### src/rtl/z3_slave_engine.sv
// -----------------------------------------------------------------------------
// z3_slave_engine
// Zorro III slave cycle controller with NUM_REGIONS decoded target windows.
// The FCS_n/DS_n strobes are brought into CLK_50M through two-flop
// synchronisers. A full cycle is claimed when the address falls inside the
// autoconfigured 16 MB space and one of the region windows matches. Each
// region then terminates either on its region_ack level or after a fixed
// wait-state count. A bus-hang timeout forces termination. FCS_n negating
// early aborts the cycle cleanly.
//
// Ports
//   CLK_50M, IORST_n      : clock, asynchronous active-low reset
//   FCS_n, READ, DS_n, FC : Zorro cycle strobes/qualifiers (strobes async)
//   A                     : Zorro address bus
//   configured, base_addr : autoconfig state and assigned A[31:24]
//   master_active         : local DMA owns the bus, decode inhibited
//   region_ack            : per-region completion level, sampled in DATA
//   region_sel            : one-hot region select for the whole cycle
//   cycle_read, addr_lat  : latched READ and A[23:0]
//   slave_n, dtack        : Zorro SLAVE_n, DTACK drive request
//   timeout_err           : one-cycle pulse on forced termination
//   state                 : FSM state (debug)
// -----------------------------------------------------------------------------
`timescale 1ns/1ps
module z3_slave_engine #(
    parameter int                        NUM_REGIONS = 4,
    parameter logic [24*NUM_REGIONS-1:0] REGION_BASE = {24'h8C0000, 24'h880000, 24'h800000, 24'h000000},
    parameter logic [24*NUM_REGIONS-1:0] REGION_MASK = {24'hFC0000, 24'hFC0000, 24'hF80000, 24'h800000},
    parameter logic [4*NUM_REGIONS-1:0]  REGION_WS   = {4'd0, 4'd0, 4'd0, 4'd3},
    parameter int                        TIMEOUT_CYC = 255
) (
    input  logic                   CLK_50M,
    input  logic                   IORST_n,
    input  logic                   FCS_n,
    input  logic                   READ,
    input  logic [3:0]             DS_n,
    input  logic [2:0]             FC,
    input  logic [31:0]            A,
    input  logic                   configured,
    input  logic [7:0]             base_addr,
    input  logic                   master_active,
    input  logic [NUM_REGIONS-1:0] region_ack,
    output logic [NUM_REGIONS-1:0] region_sel,
    output logic                   cycle_read,
    output logic [23:0]            addr_lat,
    output logic                   slave_n,
    output logic                   dtack,
    output logic                   timeout_err,
    output logic [2:0]             state
);

    typedef enum logic [2:0] {
        S_IDLE  = 3'd0,
        S_START = 3'd1,
        S_DATA  = 3'd2,
        S_ACK   = 3'd3,
        S_TERM  = 3'd4
    } state_t;

    localparam logic [7:0] TO_LAST = 8'(TIMEOUT_CYC - 1);

    state_t                 r_state;
    state_t                 w_state_next;
    logic                   r_fcs_meta, r_fcs_s;
    logic [3:0]             r_ds_meta, r_ds_s;
    logic [23:0]            r_addr_lat;
    logic                   r_cycle_read;
    logic [NUM_REGIONS-1:0] r_sel;
    logic [3:0]             r_ws_cnt;
    logic [7:0]             r_to_cnt;

    logic [NUM_REGIONS-1:0] w_win_hit;
    logic [NUM_REGIONS-1:0] w_sel_onehot;
    logic                   w_any_win;
    logic                   w_bus_ok;
    logic                   w_hit;
    logic [3:0]             w_ws_sel;
    logic                   w_ws_done;
    logic                   w_ack_done;
    logic                   w_timeout;
    logic                   w_timeout_pulse;
    logic                   w_in_cycle;
    logic                   w_unused;

    // FC[2] only distinguishes supervisor/user and plays no part in decode.
    assign w_unused = FC[2];

    // ---------------------------------------------------------------- sync
    always_ff @(posedge CLK_50M or negedge IORST_n) begin
        if (!IORST_n) begin
            r_fcs_meta <= 1'b1;
            r_fcs_s    <= 1'b1;
            r_ds_meta  <= 4'hF;
            r_ds_s     <= 4'hF;
        end else begin
            r_fcs_meta <= FCS_n;
            r_fcs_s    <= r_fcs_meta;
            r_ds_meta  <= DS_n;
            r_ds_s     <= r_ds_meta;
        end
    end

    // -------------------------------------------------------------- decode
    for (genvar gi = 0; gi < NUM_REGIONS; gi++) begin : g_win
        assign w_win_hit[gi] = ((A[23:0] & REGION_MASK[24*gi +: 24]) == REGION_BASE[24*gi +: 24]);
    end

    // Overlapping windows resolve to the lowest index.
    always_comb begin
        w_sel_onehot = '0;
        w_any_win    = 1'b0;
        for (int i = 0; i < NUM_REGIONS; i++) begin
            if (w_win_hit[i] && !w_any_win) begin
                w_sel_onehot[i] = 1'b1;
                w_any_win       = 1'b1;
            end
        end
    end

    // FC[1]^FC[0] accepts user/supervisor data and program spaces only.
    assign w_bus_ok = configured && !master_active && (A[31:24] == base_addr) && (FC[1] ^ FC[0]);
    assign w_hit    = w_bus_ok && w_any_win;

    // Wait-state count and ack of the latched region.
    always_comb begin
        w_ws_sel = '0;
        for (int i = 0; i < NUM_REGIONS; i++) begin
            if (r_sel[i]) w_ws_sel = w_ws_sel | REGION_WS[4*i +: 4];
        end
    end

    assign w_ws_done  = (w_ws_sel != 4'd0) && (r_ws_cnt == (w_ws_sel - 4'd1));
    assign w_ack_done = (w_ws_sel == 4'd0) && (|(region_ack & r_sel));
    assign w_timeout  = (r_to_cnt == TO_LAST);

    // ----------------------------------------------------------------- FSM
    always_ff @(posedge CLK_50M or negedge IORST_n) begin
        if (!IORST_n) r_state <= S_IDLE;
        else          r_state <= w_state_next;
    end

    always_comb begin
        w_state_next    = r_state;
        w_timeout_pulse = 1'b0;
        case (r_state)
            S_IDLE: begin
                if (!r_fcs_s && w_hit) w_state_next = S_START;
            end
            S_START: begin
                if (r_fcs_s)                             w_state_next = S_IDLE;
                else if (r_cycle_read || (r_ds_s != 4'hF)) w_state_next = S_DATA;
            end
            S_DATA: begin
                // Early FCS_n negation takes priority over any completion.
                if (r_fcs_s) begin
                    w_state_next = S_IDLE;
                end else if (w_ws_done || w_ack_done || w_timeout) begin
                    w_state_next    = S_ACK;
                    w_timeout_pulse = w_timeout;
                end
            end
            S_ACK: begin
                if (r_fcs_s) w_state_next = S_TERM;
            end
            S_TERM:  w_state_next = S_IDLE;
            default: w_state_next = S_IDLE;
        endcase
    end

    // ------------------------------------------------------------ datapath
    always_ff @(posedge CLK_50M or negedge IORST_n) begin
        if (!IORST_n) begin
            r_addr_lat   <= '0;
            r_cycle_read <= 1'b0;
            r_sel        <= '0;
        end else if (r_state == S_IDLE && !r_fcs_s && w_hit) begin
            r_addr_lat   <= A[23:0];
            r_cycle_read <= READ;
            r_sel        <= w_sel_onehot;
        end
    end

    // Counters run only while in DATA, so they are zero on DATA entry.
    always_ff @(posedge CLK_50M or negedge IORST_n) begin
        if (!IORST_n) begin
            r_ws_cnt <= '0;
            r_to_cnt <= '0;
        end else if (r_state != S_DATA) begin
            r_ws_cnt <= '0;
            r_to_cnt <= '0;
        end else begin
            r_ws_cnt <= r_ws_cnt + 4'd1;
            if (r_to_cnt != 8'hFF) r_to_cnt <= r_to_cnt + 8'd1;
        end
    end

    // ------------------------------------------------------------- outputs
    // Outputs decode straight from the state register so an asynchronous
    // reset releases DTACK and the selects without waiting for a clock.
    assign w_in_cycle  = (r_state == S_START) || (r_state == S_DATA) || (r_state == S_ACK);
    assign region_sel  = w_in_cycle ? r_sel : '0;
    assign slave_n     = !w_in_cycle;
    assign dtack       = (r_state == S_ACK);
    assign timeout_err = w_timeout_pulse;
    assign cycle_read  = r_cycle_read;
    assign addr_lat    = r_addr_lat;
    assign state       = r_state;

endmodule

### config.mk
export PLATFORM = sky130hd
export DESIGN_NAME = z3_slave_engine
export DESIGN_NICKNAME = d
export VERILOG_FILES = /design/src/rtl/z3_slave_engine.sv
export SDC_FILE = /design/constraint.sdc
export NUM_CORES = 1
export LEC_CHECK = 0
export BUFFER_PORTS_ARGS = -buffer_cell sky130_fd_sc_hd__clkbuf_2
export CAP_MARGIN = 20
export CORE_MARGIN = 1.5
export CORE_UTILIZATION = 45
export DETAILED_ROUTE_END_ITERATION = 6
export PLACE_DENSITY = 0.75
export SKIP_CTS_REPAIR_TIMING = 1
export SYNTH_ARGS = -nofsm -noshare
export SYNTH_HDL_FRONTEND = slang
export SYNTH_SLANG_ARGS = --single-unit
### constraint.sdc
create_clock -name CLK_50M -period 2.01 [get_ports CLK_50M]
set_input_delay 0.201 -clock CLK_50M [delete_from_list [all_inputs] [get_ports CLK_50M]]
set_output_delay 0.201 -clock CLK_50M [all_outputs]
set_load 0.01 [all_outputs]
==> results of run 1 <==
[kinds of logic (layout without fill, tap and decap cells)]
group | after synthesis | after routing | share of synthesized area (%)
simple gates | 51 | 51 | 12.2
flops | 54 | 54 | 59.5
mux | 29 | 29 | 14.1
xor+xnor | 14 | 14 | 5.35
buf+inv | 12 | 115 | 2.51
compound gates | 16 | 16 | 4.69
fa+ha+maj | 3 | 3 | 1.64
[final cells by class]
type	count	area (um2)	area share, %
timing repair buffer	100	553	18.2
sequential	54	1360	45.0
clock inverter	2	17.5	0.578
tap	67	83.8	2.77
inverter	7	26.3	0.867
clock buffer	6	93.8	3.10
multi-input combinational	113	892	29.4
[worst paths after layout]
path | start | endpoint | slack (ns) | depth (start not counted)
min | IORST_n | r_to_cnt[5] | -0.004 | 2
min reg2reg | r_ds_meta[0] | r_ds_s[0] | 0.36 | 0
max reg2reg | state[0] | addr_lat[4] | 0.14 | 5
min in group CLK_50M | READ | cycle_read | 0.11 | 2
max in group asynchronous | IORST_n | r_ws_cnt[3] | 1.58 | 2
max | state[0] | addr_lat[4] | 0.14 | 5
[cells in the final DEF (no fill, tap or decap), drive strengths merged, types with 2 or more instances in the layout]
cell | Yosys | layout
a211oi | 3 | 3
inv | 7 | 8
buf | 3 | 6
nand3 | 4 | 4
a21oi | 4 | 4
nor2b | 2 | 2
dfstp | 10 | 10
mux2i | 2 | 2
nor4 | 2 | 2
clkbuf | 2 | 95
nand2 | 3 | 3
or3 | 2 | 2
and3 | 2 | 2
dlygate4sd3 | 0 | 5
dfrtp | 44 | 44
nor2 | 16 | 16
xnor2 | 10 | 10
nor3 | 5 | 5
nand4 | 5 | 5
a31oi | 4 | 4
and2 | 3 | 3
nor4b | 2 | 2
mux2 | 27 | 27
ha | 3 | 3
xor2 | 4 | 4
[power by group]
part	internal, mW	switching, mW
clock network	0.328	0.364
registers	1.11	0.00625
logic	0.0690	0.0627
total	1.51	0.433
[stage by stage]
| step | power (mW) | hold WS, ns |
|---|---|---|
| after floorplan | 1.17 | -0.0946 |
| after global placement | 1.26 | 0.290 |
| after detailed placement | 1.26 | 0.290 |
| after CTS | 1.95 | -0.0482 |
| after global routing | 2.01 | 0.0579 |
| final | 1.94 | -0.00390 |
[routing by layer]
| metal | up-vias | wire length (um) | global-route usage, % |
|---|---|---|---|
| li1 | 830 | - | - |
| met1 | 825 | 1900 | 22.3 |
| met2 | 72 | 2300 | 29.2 |
| met3 | 8 | 328 | 4.88 |
| met4 | 0 | 62 | 6.67 |
| met5 | - | 0 | 0 |
[state kept, by name, indices dropped and copies added, names as in the netlist]
name,cells
r_fcs_meta,1
r_to_cnt,8
r_sel,4
state,3
r_ds_s,4
r_ds_meta,4
r_fcs_s,1
addr_lat,24
r_ws_cnt,4
cycle_read,1
[cell usage after synthesis, types with 5 or more instances]
cell	n
dfrtp_1	44
dfstp_2	10
inv_1	7
mux2_1	8
mux2_2	19
nand4_1	5
nor2_1	16
nor3_1	5
xnor2_1	10
==> metrics, run 1 <==
Max clock buf depth=2; GRT Total Usage=17.7%; critical-path cell list=nor4_2, nand4_1, nor4_4, buf_12, mux2_2; fill cell count=408; Max FO, Critical Path=29; CP delay by family, top=simple AND/OR/NAND/NOR gates; routed wire length per instance=13.1 um; initial antenna violation count=0; syn avg cell area=12.8 um2; antenna-violating nets left=0; Placement Setup Slack=0.0873 ns; Min Hold Slack=-0.00390 ns; initial core utilization=47.6%; Final min period=1.87 ns; DRC viols=0; Core Footprint=4820 um2; clock sink count=54; die height=74.4 um; vias per cell=4.97; achievable frequency=0.534 GHz; CTS tree=built; DIE WIDTH=74.4 um; number of global-route vias before repair=1709; # nets final=341; crit path DAT=2.07 ns; port bufs=89; total wire length=4.59 mm; Final Skew=0.00734 ns; Pleak=1.57 nW; Final Core Density=62.9%; DIE AREA=5530 um2; final period utilization=93.1%; max cap viols=0; Hold Path Class=input pin to asynchronous set/reset pin; share of cells above drive strength 1=48.6%; Most used DFF post-synth=dfrtp_1; num ports=92; Async S/R FF share, synth=100%; Relative slew margins=56.6%; total grt overflow=0; setup TNS=0 ns; Synth top area share=48.0%; VDD IR-drop max=580 uV; Least-Margin Pin Slew=0.651 ns; Placed Area=2860 um2; DR pass1 iterations=4; final setup violation count=0; Mapped Area=2290 um2; CP bufs+invs=1; Clock Tree Root=clkbuf_8; Rows=25; Req. time, crit path=2.21 ns; Netlist cell types=38; global-route wire length before repair=7.36 mm; DP Wirelength=3.42 mm; CP Capture Type=flip-flop; antenna cells=0; Area growth, synth to finish=32.2%; crit path kind=flip-flop to flip-flop; H-tree Lvls=2; YS warnings=0; outcome=finished with violations; Final Instance Area=3030 um2; flop and latch count out of synthesis=54; clk slew on worst S/H paths=0.10 ns; RSZ-0062 raised after global routing=no; largest net degree at the start of global routing=55; register area share after synthesis=59.5%; Cell Pwr Density=640 nW/um2; Post-synth EDFFs=0; Post-Synthesis Cells=179; slowest CP cell=dfrtp_1; fin cells=349; cell count after placement=336; Max Slew Vio Count=0; CP startpoint kind=flip-flop; vias=1735; CTS buffer count=5; cell taking the most area after synthesis=dfrtp_1; crit-path max cell delay=0.40 ns; failing checks=hold timing; Hold Fails Final Rpt=2; Skew-Pair Late Insertion Delay=0.31 ns; setup ws final=0.139 ns; syn_nets=239; Synth area leaders=dfrtp_1, dfstp_2, mux2_2; gp weighted congestion=0.818; initial DRC count=81
Power figures use the tool's default switching activity.
==> run 2: changes to the inputs <==
==> constraint.sdc (replaced) <==
create_clock -name CLK_50M -period 2.41 [get_ports CLK_50M]
set_input_delay 0.241 -clock CLK_50M [delete_from_list [all_inputs] [get_ports CLK_50M]]
set_output_delay 0.241 -clock CLK_50M [all_outputs]
set_load 0.01 [all_outputs]
==> metrics, run 2 (synthesized netlist as in run 1, its figures left out) <==
outcome=complete, no violations; Flop pwr share=59.1%; clk slew on worst S/H paths=0.10 ns; CP Capture Type=output pin; Hold Path Class=input pin to flip-flop; Clock Power Share=34.0%; GRT Total Usage=16.9%; met3 Usage GRT=4.34%; most frequent cells in the layout=clkbuf_2, dfrtp_1, mux2_2, nor2_1; port bufs=89; CP startpoint kind=flip-flop; Clock Tree Root=clkbuf_8; crit path kind=flip-flop to output pin; Rows=25; Comb power frac=6.9%; Min Hold Slack=0.0188 ns; number of global-route vias before repair=1643; Pleak=1.55 nW; antenna cells=0; Skew-Pair Late Insertion Delay=0.30 ns; share of cells above drive strength 1=47.7%; multi-input logic area=880 um2; most common cell after layout, fill and taps aside=clkbuf_2; Final Instance Area=2980 um2; antenna-violating nets left=0; DRC viols=0; DR pass1 iterations=4; Max Slew Vio Count=0; Core Footprint=4820 um2; Relative slew margins=55.4%; max cap viols=0; RSZ-0062 raised after global routing=no; Switching Fraction=22.5%; Placed Area=2840 um2; Cell Pwr Density=528 nW/um2; Final min period=2.01 ns; CTS buffer count=5; DIE WIDTH=74.4 um; DIE AREA=5530 um2; Seq. cell area=1360 um2; largest net degree at the start of global routing=30; achievable frequency=0.498 GHz; # nets final=338; net load switching power=0.354 mW; initial DRC count=61; final setup violation count=0; setup ws final=0.404 ns; total wire length=4.52 mm; fill cell count=409; total grt overflow=0; global-route wire length before repair=7.20 mm; H-tree Lvls=2; Max FO, Critical Path=8; routed wire length per instance=13.0 um; vias per cell=4.97; Max clock buf depth=2; Final Skew=0.00425 ns; max reg flops=24; crit path capture=timeout_err; met2 global-route usage=28.3%; initial core utilization=47.6%; final period utilization=83.2%; global route hottest layer=met2; initial antenna violation count=0; Least-Margin Pin Slew=0.669 ns; VDD IR-drop max=392 uV; CP startpoint=state[0]; setup TNS=0 ns; R2R setup slack=0.44 ns; CTS tree=built; R2R cell count=5; Cell Int Power=1.22 mW; Hold Fails Final Rpt=0; crit path DAT=1.77 ns; DP Wirelength=3.51 mm; Req. time, crit path=2.17 ns; die height=74.4 um; clock sink count=54; r2r endpoint=cycle_read; Placement Setup Slack=0.442 ns; gp weighted congestion=0.813; met1 Use GR=21.9%; vias=1719; num ports=92; Worst R2R Start=state[1]; Area growth, synth to finish=30.0%
-- run 2: changes by cell type in the layout (fill, tap and decap cells not counted), sizes merged --
cell,previous run,this run
buf,6,4
clkinv,1,0
dlygate4sd3,5,4
inv,8,9
-- run 2: metal layers --
layer | wire length (um) | up-vias
met5 | 0 | -
li1 | - | 826
met1 | 2040 | 830
met4 | 31 | 0
met2 | 2140 | 59
met3 | 304 | 4
-- run 2: final cells by class --
type / instances / share of cell area [%]
sequential: 54 / 45.8
inverter: 7 / 0.882
timing repair buffer: 97 / 17.7
clock inverter: 2 / 0.504
tap: 67 / 2.81
multi-input combinational: 113 / 29.5
clock buffer: 6 / 2.77
-- run 2: power groups by stage --
stage          clock network, mW  logic, mW  registers [mW]
3_5_place_dp                   0      0.105           0.947
5_1_grt                    0.578      0.121           0.932
3_3_place_gp                   0      0.103           0.946
4_1_cts                    0.544      0.106           0.930
2_1_floorplan                  0     0.0261           0.948
6_report                   0.535      0.108           0.930
-- run 2: worst min-delay path by stage --
stage | startpoint | end | cells after the start
6_report | DS_n[0] | r_ds_meta[0] | 1
5_1_grt | DS_n[0] | r_ds_meta[0] | 1
4_1_cts | IORST_n | addr_lat[16] | 1
3_5_place_dp | IORST_n | r_to_cnt[5] | 1
3_3_place_gp | IORST_n | r_to_cnt[6] | 1
2_1_floorplan | IORST_n | addr_lat[0] | 0
-- run 2: worst max-delay path: stages (launching register included) --
cell	delay, ns
dfrtp_1	0.39
buf_4	0.16
or4b_2	0.65
nor2_1	0.12
clkbuf_2	0.15
-- run 2: metrics by stage --
stage	power [mW]	utilization, %	cells
6_report	1.57	61.8	346
5_1_grt	1.63	61.8	346
4_1_cts	1.58	61.0	342
3_5_place_dp	1.05	59.0	334
3_3_place_gp	1.05	59.0	334
2_1_floorplan	0.974	-	179
